<file path="config.mk">
export PLATFORM = sky130hd
export DESIGN_NAME = fpu_wb_stage_flat
export DESIGN_NICKNAME = d
export VERILOG_FILES = /design/src/rtl/fpu_wb_stage_if.sv /design/src/rtl/fpu_wb_stage.sv /design/src/flat_wrapper.sv
export SDC_FILE = /design/constraint.sdc
export NUM_CORES = 1
export LEC_CHECK = 0
export BUFFER_PORTS_ARGS = -buffer_cell sky130_fd_sc_hd__buf_4
export CAP_MARGIN = 20
export CORE_MARGIN = 1.5
export CORE_UTILIZATION = 35
export DETAILED_ROUTE_END_ITERATION = 8
export PLACE_DENSITY = 0.56
export SLEW_MARGIN = 0
export SYNTH_ARGS = -nofsm -noshare
export SYNTH_HDL_FRONTEND = slang
export SYNTH_SLANG_ARGS = --single-unit
export TNS_END_PERCENT = 50
</file>
<file path="constraint.sdc">
create_clock -name clk_i -period 2.7 [get_ports clk_i]
set_input_delay 0.27 -clock clk_i [delete_from_list [all_inputs] [get_ports clk_i]]
set_output_delay 0.27 -clock clk_i [all_outputs]
set_load 0.01 [all_outputs]
</file>
<file path="src/rtl/fpu_wb_stage_if.sv">
// ----------------------------------------------------------------------------
// fpu_wb_stage_if
//   Bundles the FPU-side result handshake, the register-file writeback port,
//   the flush/fflags-clear controls and the occupancy status of fpu_wb_stage.
//
//   Signal groups:
//     FPU side   : fpu_result_i, fpu_status_i, fpu_tag_i, fpu_valid_i -> stage
//                  fpu_ready_o                                       <- stage
//     Writeback  : wb_data_o, wb_tag_o, wb_valid_o                   <- stage
//                  wb_ready_i                                        -> stage
//     Control    : flush_i, fflags_clr_i                             -> stage
//     Status     : fflags_o, count_o, busy_o                         <- stage
//
//   Modports:
//     slave  - the writeback stage itself
//     master - the environment driving the stage (FPU, regfile, CSR logic)
// ----------------------------------------------------------------------------
interface fpu_wb_stage_if #(
  parameter int WIDTH = 32,
  parameter int DEPTH = 4,
  parameter int TAG_W = 5
);
  localparam int CNT_W = $clog2(DEPTH + 1);

  logic [WIDTH-1:0] fpu_result_i;
  logic [4:0]       fpu_status_i;
  logic [TAG_W-1:0] fpu_tag_i;
  logic             fpu_valid_i;
  logic             fpu_ready_o;
  logic             flush_i;
  logic [WIDTH-1:0] wb_data_o;
  logic [TAG_W-1:0] wb_tag_o;
  logic             wb_valid_o;
  logic             wb_ready_i;
  logic [4:0]       fflags_o;
  logic             fflags_clr_i;
  logic [CNT_W-1:0] count_o;
  logic             busy_o;

  modport slave (
    input  fpu_result_i, fpu_status_i, fpu_tag_i, fpu_valid_i,
    input  flush_i, wb_ready_i, fflags_clr_i,
    output fpu_ready_o, wb_data_o, wb_tag_o, wb_valid_o,
    output fflags_o, count_o, busy_o
  );

  modport master (
    output fpu_result_i, fpu_status_i, fpu_tag_i, fpu_valid_i,
    output flush_i, wb_ready_i, fflags_clr_i,
    input  fpu_ready_o, wb_data_o, wb_tag_o, wb_valid_o,
    input  fflags_o, count_o, busy_o
  );
endinterface

</file>
<file path="src/rtl/fpu_wb_stage.sv">
// ----------------------------------------------------------------------------
// fpu_wb_stage
//   Writeback stage behind the FPU core wrapper. Completed results
//   {result, status, tag} are accepted over a valid/ready handshake into a
//   small in-order FIFO and presented one per cycle to the register-file
//   writeback port. The IEEE status of every retired entry is ORed into a
//   sticky fflags register, which a CSR write can clear.
//
//   Ports:
//     clk_i  - clock, all state updates on the rising edge
//     rst_i  - synchronous active-high reset, overrides every other input
//     bus    - fpu_wb_stage_if.slave (FPU handshake, writeback port,
//              flush / fflags clear, fflags, occupancy count, busy)
//   Optional (macro FPU_WB_PERF_EN defined):
//     perf_retired_o - 32-bit saturating count of retired entries
//     perf_stall_o   - 32-bit saturating count of cycles with wb_valid_o=1
//                      and wb_ready_i=0
//   With FPU_WB_PERF_EN undefined neither port nor counter exists.
//
//   Timing: an accepted result is visible on the writeback port the next
//   cycle (no empty bypass). fpu_ready_o depends only on the registered
//   count, so there is no combinational path from wb_ready_i to it.
// ----------------------------------------------------------------------------
module fpu_wb_stage #(
  parameter int WIDTH = 32,
  parameter int DEPTH = 4,
  parameter int TAG_W = 5
) (
  input  logic              clk_i,
  input  logic              rst_i,
  fpu_wb_stage_if.slave     bus
`ifdef FPU_WB_PERF_EN
  ,
  output logic [31:0]       perf_retired_o,
  output logic [31:0]       perf_stall_o
`endif
);

  localparam int PTR_W = $clog2(DEPTH);
  localparam int CNT_W = $clog2(DEPTH + 1);
  localparam logic [CNT_W-1:0] DEPTH_C = CNT_W'(DEPTH);

  // Storage split per field; each entry is its own register set so it can be
  // cleared by reset, which keeps the read port free of X after a flush.
  logic [WIDTH-1:0] data_mem   [DEPTH];
  logic [4:0]       status_mem [DEPTH];
  logic [TAG_W-1:0] tag_mem    [DEPTH];

  logic [PTR_W-1:0] wr_ptr_reg;
  logic [PTR_W-1:0] rd_ptr_reg;
  logic [CNT_W-1:0] count_reg;
  logic [4:0]       fflags_reg;

  logic             not_full;
  logic             not_empty;
  logic             push;
  logic             pop;
  logic [4:0]       pop_status;

  assign not_full  = (count_reg < DEPTH_C);
  assign not_empty = (count_reg != '0);

  // A push offered during a flush is dropped even though ready is shown.
  assign push = bus.fpu_valid_i & not_full & ~bus.flush_i;
  // A pop in the flush cycle still retires and contributes its status.
  assign pop  = not_empty & bus.wb_ready_i;

  assign pop_status = status_mem[rd_ptr_reg];

  // --------------------------------------------------------------------------
  // Entry storage
  // --------------------------------------------------------------------------
  generate
    for (genvar gi = 0; gi < DEPTH; gi++) begin : g_entry
      always_ff @(posedge clk_i) begin
        if (rst_i) begin
          data_mem[gi]   <= '0;
          status_mem[gi] <= '0;
          tag_mem[gi]    <= '0;
        end else if (push && (wr_ptr_reg == PTR_W'(gi))) begin
          data_mem[gi]   <= bus.fpu_result_i;
          status_mem[gi] <= bus.fpu_status_i;
          tag_mem[gi]    <= bus.fpu_tag_i;
        end
      end
    end
  endgenerate

  // --------------------------------------------------------------------------
  // Pointers and occupancy. DEPTH is a power of two, so natural pointer
  // overflow gives the modulo-DEPTH wrap.
  // --------------------------------------------------------------------------
  always_ff @(posedge clk_i) begin
    if (rst_i) begin
      wr_ptr_reg <= '0;
      rd_ptr_reg <= '0;
      count_reg  <= '0;
    end else if (bus.flush_i) begin
      wr_ptr_reg <= '0;
      rd_ptr_reg <= '0;
      count_reg  <= '0;
    end else begin
      if (push) begin
        wr_ptr_reg <= wr_ptr_reg + 1'b1;
      end
      if (pop) begin
        rd_ptr_reg <= rd_ptr_reg + 1'b1;
      end
      case ({push, pop})
        2'b10:   count_reg <= count_reg + 1'b1;
        2'b01:   count_reg <= count_reg - 1'b1;
        default: count_reg <= count_reg;
      endcase
    end
  end

  // --------------------------------------------------------------------------
  // Sticky exception flags. A clear drops the accumulated value but keeps
  // the status of the entry retiring in the same cycle.
  // --------------------------------------------------------------------------
  always_ff @(posedge clk_i) begin
    if (rst_i) begin
      fflags_reg <= '0;
    end else begin
      fflags_reg <= (bus.fflags_clr_i ? 5'd0 : fflags_reg) |
                    (pop ? pop_status : 5'd0);
    end
  end

`ifdef FPU_WB_PERF_EN
  // --------------------------------------------------------------------------
  // Saturating performance counters; untouched by flush.
  // --------------------------------------------------------------------------
  logic [31:0] perf_retired_reg;
  logic [31:0] perf_stall_reg;

  always_ff @(posedge clk_i) begin
    if (rst_i) begin
      perf_retired_reg <= '0;
      perf_stall_reg   <= '0;
    end else begin
      if (pop && (perf_retired_reg != 32'hFFFF_FFFF)) begin
        perf_retired_reg <= perf_retired_reg + 32'd1;
      end
      if (not_empty && !bus.wb_ready_i && (perf_stall_reg != 32'hFFFF_FFFF)) begin
        perf_stall_reg <= perf_stall_reg + 32'd1;
      end
    end
  end

  assign perf_retired_o = perf_retired_reg;
  assign perf_stall_o   = perf_stall_reg;
`endif

  // --------------------------------------------------------------------------
  // Outputs
  // --------------------------------------------------------------------------
  assign bus.fpu_ready_o = not_full;
  assign bus.wb_valid_o  = not_empty;
  assign bus.wb_data_o   = data_mem[rd_ptr_reg];
  assign bus.wb_tag_o    = tag_mem[rd_ptr_reg];
  assign bus.fflags_o    = fflags_reg;
  assign bus.count_o     = count_reg;
  assign bus.busy_o      = not_empty;

endmodule

</file>
<file path="src/flat_wrapper.sv">
// flat-port wrapper written by rule: the top's interface ports become plain ports
module fpu_wb_stage_flat 
#(
  parameter int WIDTH = 32,
  parameter int DEPTH = 4,
  parameter int TAG_W = 5
)
  (clk_i, rst_i, bus_fpu_result_i, bus_fpu_status_i, bus_fpu_tag_i, bus_fpu_valid_i, bus_flush_i, bus_wb_ready_i, bus_fflags_clr_i, bus_fpu_ready_o, bus_wb_data_o, bus_wb_tag_o, bus_wb_valid_o, bus_fflags_o, bus_count_o, bus_busy_o);
  fpu_wb_stage_if #(.WIDTH(WIDTH), .DEPTH(DEPTH), .TAG_W(TAG_W)) bus_i ();
  input  logic clk_i;
  input  logic rst_i;
  input wire logic [$bits(bus_i.fpu_result_i)-1:0] bus_fpu_result_i;
  input wire logic [$bits(bus_i.fpu_status_i)-1:0] bus_fpu_status_i;
  input wire logic [$bits(bus_i.fpu_tag_i)-1:0] bus_fpu_tag_i;
  input wire logic [$bits(bus_i.fpu_valid_i)-1:0] bus_fpu_valid_i;
  input wire logic [$bits(bus_i.flush_i)-1:0] bus_flush_i;
  input wire logic [$bits(bus_i.wb_ready_i)-1:0] bus_wb_ready_i;
  input wire logic [$bits(bus_i.fflags_clr_i)-1:0] bus_fflags_clr_i;
  output wire logic [$bits(bus_i.fpu_ready_o)-1:0] bus_fpu_ready_o;
  output wire logic [$bits(bus_i.wb_data_o)-1:0] bus_wb_data_o;
  output wire logic [$bits(bus_i.wb_tag_o)-1:0] bus_wb_tag_o;
  output wire logic [$bits(bus_i.wb_valid_o)-1:0] bus_wb_valid_o;
  output wire logic [$bits(bus_i.fflags_o)-1:0] bus_fflags_o;
  output wire logic [$bits(bus_i.count_o)-1:0] bus_count_o;
  output wire logic [$bits(bus_i.busy_o)-1:0] bus_busy_o;
  assign bus_i.fpu_result_i = bus_fpu_result_i;
  assign bus_i.fpu_status_i = bus_fpu_status_i;
  assign bus_i.fpu_tag_i = bus_fpu_tag_i;
  assign bus_i.fpu_valid_i = bus_fpu_valid_i;
  assign bus_i.flush_i = bus_flush_i;
  assign bus_i.wb_ready_i = bus_wb_ready_i;
  assign bus_i.fflags_clr_i = bus_fflags_clr_i;
  assign bus_fpu_ready_o = bus_i.fpu_ready_o;
  assign bus_wb_data_o = bus_i.wb_data_o;
  assign bus_wb_tag_o = bus_i.wb_tag_o;
  assign bus_wb_valid_o = bus_i.wb_valid_o;
  assign bus_fflags_o = bus_i.fflags_o;
  assign bus_count_o = bus_i.count_o;
  assign bus_busy_o = bus_i.busy_o;
  fpu_wb_stage #(.WIDTH(WIDTH), .DEPTH(DEPTH), .TAG_W(TAG_W)) u_core (.clk_i(clk_i), .rst_i(rst_i), .bus(bus_i));
endmodule
</file>
# Word-level counts from Yosys, hierarchy flattened
# Memory sizes are Yosys's and may differ from the RTL's. A register that Yosys moved wholly into a read port is not among the register bits.
# Index checks and enable logic that the tools add are counted.
# Widths: inputs -> output; s select.
op_classes:
  n_addsub: 4
  order_cmp: 1
  eq_ne: 5
  n_mux: 35
  n_bitwise: 17
  n_reduce_logical: 8
op_table:
  columns: ["operator", "n"]
  rows:
  - ["$mux 32", 4]
  - ["$mux 5", 10]
  - ["$mux 1", 14]
  - ["$mux 2", 6]
  - ["$or 1x1->1", 12]
  - ["$eq 2x2->1 const B", 3]
  - ["$pmux 3 s2", 1]
  - ["$or 5x5->5", 1]
  - ["$add 2x1->2 const B", 2]
  - ["$eq 2x1->1 const B", 2]
  - ["$logic_and 1x1->1", 4]
  - ["$add 3x1->3 const B", 1]
  - ["$and 1x1->1", 3]
  - ["$lt 3x3->1 const B", 1]
  - ["$reduce_bool 3->1", 1]
  - ["$sub 3x1->3 const B", 1]
  - ["$logic_not 2->1", 1]
  - ["$reduce_bool 2->1", 1]
  - ["$reduce_or 2->1", 1]
  - ["$not 1->1", 1]
word_totals:
  regBits: 12
  mem_bits_rw: 168
  in_bits: 48
  out_inout_bits: 48
  elab_cells: 77
  mem_count: 3
mem_list:
  columns: ["name", "words", "word_bits", "read_ports", "rd_ports_with_merged_regs", "write_ports", "line_no", "source"]
  rows:
  - ["u_core.data_mem", 4, 32, 1, 1, 4, "fpu_wb_stage.sv:45", "logic [WIDTH-1:0] data_mem [DEPTH];"]
  - ["u_core.status_mem", 4, 5, 1, 1, 4, "fpu_wb_stage.sv:46", "logic [4:0] status_mem [DEPTH];"]
  - ["u_core.tag_mem", 4, 5, 1, 1, 4, "fpu_wb_stage.sv:47", "logic [TAG_W-1:0] tag_mem [DEPTH];"]

# Depth between registers and ports, before layout
logic_depth:
  word_depth: 8
  mapped_depth: 8

# Worst setup path after synthesis
# No wires, ideal clock.
synth_timing:
  path_type: "register -> register"
  start: "register u_core.count_reg[2], in the netlist u_core.bus.count_o[2]"
  end: "memory u_core.data_mem[0][0] (enable)"
  setup_ns: 0.398
  arrival_ns: 1.784
  required_time_ns: 2.302
  slack_ns: 0.517
  stages_incl_launch_ff: 3
  path_cell_list: "dfxtp_1 nor3b_2 a21o_1"
synth_rtl:
  columns: ["element", "line_no", "source"]
  rows:
  - ["start, declared", "fpu_wb_stage.sv:51", "logic [CNT_W-1:0] count_reg;"]
  - ["start signal, assigned", "fpu_wb_stage.sv:110", "2'b10: count_reg <= count_reg + 1'b1;"]
  - ["start signal, assigned", "fpu_wb_stage.sv:111", "2'b01: count_reg <= count_reg - 1'b1;"]
  - ["start signal, assigned", "fpu_wb_stage.sv:112", "default: count_reg <= count_reg;"]
  - ["end, declared", "fpu_wb_stage.sv:45", null]

==> flow_summary.ini <==
[sta]
slew_headroom_pct = 63.1
finalHoldViolations = 0
timing.hold.ws_ns = 0.0876
timing.final.crit_period_ns = 2.29
tns_ns = 0
rsz0062_at_grt = no
finalCritPeriodShare_pct = 84.9
finClkSkew_ns = 0.00559
max_slew.worst_pin.slew_ns = 0.553
fmax_mhz = 436
final-max-slew-violation-count = 0
setup_viol = 0

[critical_path]
timing.rr.start = u_core.bus.count_o[2]
crit_path_max_fanout = 16
arrival_ns = 2.02
reg2regPathDepth = 8
worstSetupPathType = flop to output port
cp-end-kind = output port
cp.required_ns = 2.43
start_kind = flop
worstReg2RegEnd = u_core.bus.count_o[2]
r2r_setup_slack_ns = 0.60

[grt]
grt_max_degree = 169
grt_use_met1_pct = 17.7
antenna_found_initial = 0
grtUsageMet3_pct = 4.57
grt-busiest-layer = met2
grt_pass1_wl_um = 27500
grt_pass1_vias = 4886
use_met2_pct = 28.8
overflow = 0
grtUsageTotal_pct = 15.6

[finish]
finalCoreUtilization_pct = 42.2
largest-register = u_core.data_mem
postLayoutCellArea_sq_mm = 0.00956
final_cell_mix = 168 x and3_1, 168 x edfxtp_1, 101 x buf_4
multiInputGateArea_sq_mm = 0.00234
layout-drive-gt1-share_pct = 33.0
syn_to_final_growth_pct = 18.6
nets = 632
n_fill_cell = 2038
antenna_cells = 0
reg_top3 = u_core.data_mem (128), u_core.status_mem (20), u_core.tag_mem (20)
largest_register_ff_count = 128
seq_area_sq_mm = 0.00533

[worst_hold_path]
hold_depth = 2
whs_endpoint = u_core.bus.fflags_o[3]
hold_class = input port to flop
holdCritStartpoint = bus_fflags_clr_i

[synth]
synthesis.nets = 552
synth-main-ff-cell = edfxtp_1
synthCells = 498
ys_types = 30
synth-async-reset-ratio_pct = 0
syn_avg_cell_area_sq_um = 16.2
synth-edff-count = 168
yosys_register_bits = 182
ys_warn_count = 0
syn_area_sq_mm = 0.00806
yosysSeqAreaShare_pct = 66.1

[cts]
htree_levels = 4
post_cts_buffers = 0
cts_made_buffers = 17
clockBufferDepth = 2
path_clk_slew_ns = 0.07
clk_latency_ns = 0.43
ctsHoldBuffers = 0
cts_tree = built
cts_num_sinks = 182
cts_root_buf = clkbuf_16
ctsResizeCount = 0

[floorplanning]
ios = 96
core_sq_mm = 0.0226
row_count = 55
start_util_pct = 35.6
die_w_um = 155
die_area_sq_mm = 0.0240
die_h_um = 155

[outcome]
status = finished clean

[power_and_ir_drop]
vdd_drop_max_mv = 0.338
p_per_area_mw_per_mm2 = 633
p_leak_nw = 4.07

[flow_run]
drv_cap = 0

[detailed_routing]
viasPerCell = 5.32
drt_first_iter_violations = 275
dr.pass1.iters = 4
routed_wl_um = 18200
wl_per_cell_um = 20.8
ant_nets = 0
drc_errors = 0
vias = 4662

[place]
io_buffers = 95
dpl_cell_area_sq_mm = 0.00899
place_hpwl_um = 9800
gp_congestion = 0.701
==> cell type report <==
cell class	count	area share, %
inverter	17	0.667
timing repair buffer	108	9.39
tap	285	3.73
clock buffer	17	4.45
sequential	182	55.7
clock inverter	15	1.54
multi-input combinational	252	24.5
==> Yosys cell counts (2+ instances only) <==
master      n  area share [%]
mux4_2     42              12
ha_1        5            0.78
a21oi_1     2            0.12
dfxtp_1    14             3.5
inv_1      17            0.79
o32ai_1     4            0.43
buf_8      10             1.9
a21o_1      4            0.37
buf_6       4            0.56
edfxtp_1  168              63
buf_2       5            0.31
clkbuf_1   26             1.2
xor2_1      4            0.43
o21ai_0     2            0.12
nor2_1      9            0.42
and3_1    168              13
==> metrics by stage <==
| step | power [mW] | std cells | setup slack [ns] |
|---|---|---|---|
| final | 6.05 | 876 | 0.406 |
| after global placement | 3.72 | 844 | 0.741 |
| after floorplan | 3.51 | 498 | 0.517 |
| after CTS | 6.11 | 876 | 0.334 |
| after detailed placement | 3.73 | 844 | 0.639 |
| after global routing | 6.25 | 876 | 0.269 |
==> worst max path at each step <==
| stage | start | to | slack [ns] |
|---|---|---|---|
| final | flop | bus_wb_data_o[17] | 0.41 |
| after global routing | flop | bus_wb_data_o[17] | 0.27 |
| after CTS | flop | bus_wb_data_o[17] | 0.33 |
| after detailed placement | u_core.bus.count_o[2] | u_core.bus.count_o[2] | 0.64 |
| after global placement | u_core.bus.count_o[2] | u_core.bus.count_o[2] | 0.74 |
| after floorplan | u_core.bus.count_o[2] | u_core.data_mem[0][0] | 0.52 |
==> logic make-up (layout without fill, tap and decap cells) <==
family          after synthesis  count (layout)  synth area share (%)
simple gates                184             184                  14.2
flops                       182             182                  66.1
buf+inv                      64             157                  5.08
mux                          43              43                  11.9
compound gates               14              14                  1.26
fa+ha+maj                     6               6                  1.02
xor+xnor                      5               5                 0.543
==> metal layers <==
| layer | up-vias | routed length [um] |
|---|---|---|
| met4 | 0 | 135 |
| met1 | 2416 | 7390 |
| met3 | 10 | 1050 |
| met2 | 124 | 9600 |
| met5 | - | 0 |
| li1 | 2112 | - |
==> critical path, stage by stage (launching register included) <==
cell	delay (ns)
dfxtp_4	0.57
buf_4	0.31
mux4_2	0.55
buf_4	0.16
==> power by group <==
part           switching, mW  internal, mW
clock                   1.10          1.29
combinational          0.234         0.202
sequential            0.0318          3.19
Power figures use the tool's default switching activity.
